--- config.mk ---
export PLATFORM = sky130hd
export DESIGN_NAME = cdb_arbiter
export DESIGN_NICKNAME = d
export VERILOG_FILES = /design/src/rtl/cdb_arbiter.sv
export SDC_FILE = /design/constraint.sdc
export NUM_CORES = 1
export LEC_CHECK = 0
export CAP_MARGIN = 20
export CORE_AREA = 2 2 92 94
export DETAILED_ROUTE_END_ITERATION = 16
export DIE_AREA = 0 0 94 96
export DONT_BUFFER_PORTS = 1
export PLACE_DENSITY = 0.6
export SLEW_MARGIN = 5
export SYNTH_ARGS = -nofsm -noshare
export SYNTH_HDL_FRONTEND = slang
export SYNTH_SLANG_ARGS = --single-unit
--- constraint.sdc ---
create_clock -name clk -period 4.7 [get_ports clk]
set_input_delay 0.235 -clock clk [delete_from_list [all_inputs] [get_ports clk]]
set_output_delay 0.235 -clock clk [all_outputs]
set_load 0.02 [all_outputs]
--- src/rtl/cdb_arbiter.sv ---
// Common-data-bus arbiter: round-robin pick of one ready reservation station per cycle,
// registered broadcast, retire strobe and register-file write for the winner.
module cdb_arbiter #(
    parameter int unsigned NUM_RS         = 4,
    parameter int unsigned DATA_WIDTH     = 32,
    parameter int unsigned REG_ADDR_WIDTH = 5,
    parameter int unsigned RS_ID_WIDTH    = (NUM_RS > 1) ? $clog2(NUM_RS) : 1
) (
    input  logic                             clk,
    input  logic                             rst,
    input  logic [NUM_RS-1:0]                ready_i,
    input  logic [NUM_RS*DATA_WIDTH-1:0]     result_i,
    input  logic [NUM_RS*REG_ADDR_WIDTH-1:0] rd_i,
    input  logic [NUM_RS-1:0]                writes_rd_i,
    output logic [NUM_RS-1:0]                retire_o,
    output logic                             bcast_en_o,
    output logic [DATA_WIDTH-1:0]            bcast_data_o,
    output logic [RS_ID_WIDTH-1:0]           bcast_rs_o,
    output logic                             rf_we_o,
    output logic [REG_ADDR_WIDTH-1:0]        rf_waddr_o,
    output logic [DATA_WIDTH-1:0]            rf_wdata_o
);

    localparam int unsigned LAST_RESET = NUM_RS - 1;

    logic [NUM_RS-1:0]         retire_q,     retire_d;
    logic                      bcast_en_q,   bcast_en_d;
    logic [DATA_WIDTH-1:0]     bcast_data_q, bcast_data_d;
    logic [RS_ID_WIDTH-1:0]    bcast_rs_q,   bcast_rs_d;
    logic                      rf_we_q,      rf_we_d;
    logic [REG_ADDR_WIDTH-1:0] rf_waddr_q,   rf_waddr_d;
    logic [DATA_WIDTH-1:0]     rf_wdata_q,   rf_wdata_d;
    logic [RS_ID_WIDTH-1:0]    last_q,       last_d;
    logic [NUM_RS-1:0]         inflight_q,   inflight_d;

    logic [DATA_WIDTH-1:0]     res_a [NUM_RS];
    logic [REG_ADDR_WIDTH-1:0] rd_a  [NUM_RS];
    logic [NUM_RS-1:0]         eligible_c;
    logic                      grant_c;
    logic [RS_ID_WIDTH-1:0]    win_c;
    int unsigned               idx_c;

    // Unpack the flat per-station buses
    always_comb begin
        for (int unsigned i = 0; i < NUM_RS; i++) begin
            res_a[i] = result_i[i*DATA_WIDTH +: DATA_WIDTH];
            rd_a[i]  = rd_i[i*REG_ADDR_WIDTH +: REG_ADDR_WIDTH];
        end
    end

    // Round-robin search starting just after the last winner; a station
    // granted last cycle is masked because its ready is still high
    always_comb begin
        eligible_c = ready_i & ~inflight_q;
        grant_c    = 1'b0;
        win_c      = '0;
        idx_c      = 0;
        for (int unsigned k = 0; k < NUM_RS; k++) begin
            idx_c = (32'(last_q) + 32'd1 + k) % NUM_RS;
            if (!grant_c && eligible_c[RS_ID_WIDTH'(idx_c)]) begin
                grant_c = 1'b1;
                win_c   = RS_ID_WIDTH'(idx_c);
            end
        end
    end

    // Next-state; data/address/id hold when nothing is granted
    always_comb begin
        retire_d     = '0;
        bcast_en_d   = 1'b0;
        bcast_data_d = bcast_data_q;
        bcast_rs_d   = bcast_rs_q;
        rf_we_d      = 1'b0;
        rf_waddr_d   = rf_waddr_q;
        rf_wdata_d   = rf_wdata_q;
        last_d       = last_q;
        inflight_d   = '0;
        if (grant_c) begin
            retire_d     = NUM_RS'(1) << win_c;
            bcast_en_d   = 1'b1;
            bcast_data_d = res_a[win_c];
            bcast_rs_d   = win_c;
            rf_we_d      = writes_rd_i[win_c] && (rd_a[win_c] != '0);
            rf_waddr_d   = rd_a[win_c];
            rf_wdata_d   = res_a[win_c];
            last_d       = win_c;
            inflight_d   = NUM_RS'(1) << win_c;
        end
    end

    always_ff @(posedge clk) begin
        if (rst) begin
            retire_q     <= '0;
            bcast_en_q   <= 1'b0;
            bcast_data_q <= '0;
            bcast_rs_q   <= '0;
            rf_we_q      <= 1'b0;
            rf_waddr_q   <= '0;
            rf_wdata_q   <= '0;
            last_q       <= RS_ID_WIDTH'(LAST_RESET);
            inflight_q   <= '0;
        end else begin
            retire_q     <= retire_d;
            bcast_en_q   <= bcast_en_d;
            bcast_data_q <= bcast_data_d;
            bcast_rs_q   <= bcast_rs_d;
            rf_we_q      <= rf_we_d;
            rf_waddr_q   <= rf_waddr_d;
            rf_wdata_q   <= rf_wdata_d;
            last_q       <= last_d;
            inflight_q   <= inflight_d;
        end
    end

    assign retire_o     = retire_q;
    assign bcast_en_o   = bcast_en_q;
    assign bcast_data_o = bcast_data_q;
    assign bcast_rs_o   = bcast_rs_q;
    assign rf_we_o      = rf_we_q;
    assign rf_waddr_o   = rf_waddr_q;
    assign rf_wdata_o   = rf_wdata_q;

endmodule
==> results by group <==
Run status
  – Status: finished clean

Worst setup path
  – Crit-path max FO: 43
  – Crit path buf inv count: 1
  – Largest stage delay on the critical path: 720 ps
  – CP max-delay cell: o21a_2
  – Critical Path Stages: 7
  – CP Capture Type: flop
  – FF-to-FF path depth: 7
  – Arr. time, crit path: ~2900 ps
  – Crit path max-delay family: compound AO/OA/AOI/OAI gates
  – CP Launch Type: flop
  – CP required: 4940 ps
  – Critical-path cell list: and2b_1, o21ai_1, o21a_2, buf_4, nand2_1, a21oi_1, a211o_1
  – Setup CP Type: flop to flop

Logic synthesis
  – Synth Area in Compound Gates: 0.2640
  – Synth Area in XOR/XNOR: 0
  – Post-synthesis sequential area ratio: 0.3177
  – Top FF cell, synth: dfxtp_1
  – Netlist cell types: 33
  – Area contributors post-synth: dfxtp_1, nand2_1, a21oi_1
  – Mux share of post-synthesis cell area: 0.03042
  – Count leader, synth: nand2_1
  – Synth Area in Simple Gates: 0.2459
  – Post-synth EDFFs: 0
  – Synth Area in Adders: 0
  – Yosys reg bits: 47
  – Asr flop ratio synth: 0
  – Area leader, netlist: dfxtp_1
  – Mapped Cells: 410
  – Synthesized area: 0.002962 mm2
  – Top-area cell type share of the netlist area: 0.3177
  – List of most frequent post-synthesis cells: nand2_1, a21oi_1, dfxtp_1
  – Syn nets: roughly 570
  – Largest family of logic cells by synthesized area: compound AO/OA/AOI/OAI gates
  – Avg Cell Area, Syn: between 7 and 8 um2
  – Synth warn: 0

Drt
  – Drt pass-1 iters: 7
  – Vias: around 2.6k
  – First-iteration detailed-routing DRC count: between 100 and 150
  – WL per Instance: 16.75 um
  – Residual DRC count: 0
  – Post-Route WL: a little under 8000 um
  – Vias per cell: between 5 and 6
  – Final ANT Viol Nets: 0

GRT
  – GRT Resource Usage Total: 0.1606
  – Largest net degree at the start of global routing: 44
  – First-pass GRT wire length: 11,460 um
  – Number of global-route vias before repair: about 2.3k
  – Grt ovf: 0
  – Initial antenna violation count: 0

Final layout
  – Antenna diodes: 0
  – Layout Utilization: 0.3484
  – Synth-to-layout area growth: -5.281%
  – Final nets: roughly 520
  – Share of post-route cells with drive strength above 1: 0.05587

Pwr
  – Pwr dens: slightly above 500 mW/mm2
  – Worst VDD drop: 153.7 uV
  – LEAKAGE: 0.001341 uW

Floorplan
  – Top Ports: ~240
  – Initial Util: 0.3678
  – Row Count: 33
  – Core area: 0.008051 mm2
  – DIE AREA: roughly 0.009 mm2
  – Vert. Die Dim: between 90 and 100 um
  – Die X: 94 um

Clocking
  – CTS tree: built
  – CTS root buffer: clkbuf_8
  – TritonCTS Sinks: 47
  – TritonCTS buffer count: 5
  – Worst-Skew Late Latency: ~290 ps
  – Htree depth: 2
  – Hold-fix buffers at CTS: 1
  – PostCTS Resize Cnt: 0
  – Postcts setup bufs: 0
  – Clock Path Buffers: 2
  – Clock transition at path regs: about 80 ps

STA
  – # setup viols final: 0
  – Period minus WS final: approximately 2700 ps
  – Fin. max-slew vios: 0
  – Final cycle utilization of the critical path: 0.5658
  – Fmax: between 300 and 400 MHz
  – Setup Skew: 6.229 ps
  – Fin. Hold Viols: 0
  – Setup_tns: 0 ps
  – Slew HR: 0.3828
  – Worst-Margin Slew: between 900 and 1000 ps
  – RSZ-0062 raised after global routing: no

Placed design
  – GPL Wtd Cong: roughly 0.8
  – Port Buffers: 0
  – Post-DP HPWL: about 5600 um

Hold path
  – WHS Path Cells: 1
  – Worst hold path type: input port to flop

Flow run
  – Maxcap violations: 0
## layout make-up
cell class              count  area [um2]
fillers                   839        5246
multi-input cells         299        1620
flip-flops and latches     47       940.9
well taps                 105       131.4
clock buffers               6       72.57
repair buffers              4       32.53
inverters                   2       7.507
## where the power goes
part           leakage [uW]  internal, uW  switching [uW]  total, uW
clock network     0.0000371          99.4             124        224
logic              0.000914           164             259        423
registers          0.000390           495             296        791
## flip-flops by register name (all words and copies together), names as in the netlist
register	flops
last_q	2
rf_wdata_o	32
bcast_en_o	1
rf_waddr_o	5
bcast_rs_o	2
rf_we_o	1
inflight_q	4
## placed cells by master, fill, tap and decap left out, types with 2 or more instances in the layout
cell type and instances:
inv_1 2, dfxtp_1 47, a211o_1 35, a22o_1 2, nand2b_1 2, buf_4 3
clkbuf_8 5, nor2b_4 3, nor4_1 3, mux2i_1 9, nor2_1 6, nand2_1 146
a21oi_1 74
## path summary, 6_finish.rpt
check                      from             to  slack (ps)
setup / recovery  inflight_q[0]  rf_wdata_o[4]        2040
hold / removal              rst     bcast_en_o          40
hold reg to reg   bcast_rs_o[1]  bcast_rs_o[1]         570
setup reg to reg  inflight_q[0]  rf_wdata_o[4]        2040
## cell families after synthesis
group                  Yosys count
buffers and inverters           64
DFF                             47
muxes                            9
AOI/OAI and AO/OA              121
and+or+nand+nor                169
## layer usage
| metal | routed length, um | track usage | vias to the layer above | part of all wire |
|---|---|---|---|---|
| met3 | 632 | 0.04699 | 14 | 0.081 |
| met2 | 3747 | 0.2679 | 144 | 0.48 |
| met1 | 3193 | 0.1929 | 1219 | 0.41 |
| li1 | - | - | 1254 | - |
| met5 | 0 | 0 | - | 0 |
| met4 | 182 | 0.06884 | 0 | 0.023 |
## metrics by stage
stage	setup WS, ps	std cells	area (um2)	hold WS [ps]	total power, uW
2_1_floorplan	2795	410	2962	304.1	1248
3_3_place_gp	2158	456	2723	305.3	1214
3_5_place_dp	2093	456	2723	308.2	1225
4_1_cts	2063	463	2805	30.01	1454
5_1_grt	1855	463	2805	34.04	1536
6_report	2041	463	2805	43.73	1438
## worst register-to-register path, cell delays in order, from the launching register on
cell and delay, ps:
dfxtp_1 450, and2b_1 260, o21ai_1 270, o21a_2 720, buf_4 510, nand2_1 120, a21oi_1 170, a211o_1 120
Note: power is estimated with default switching activity, not from simulation.
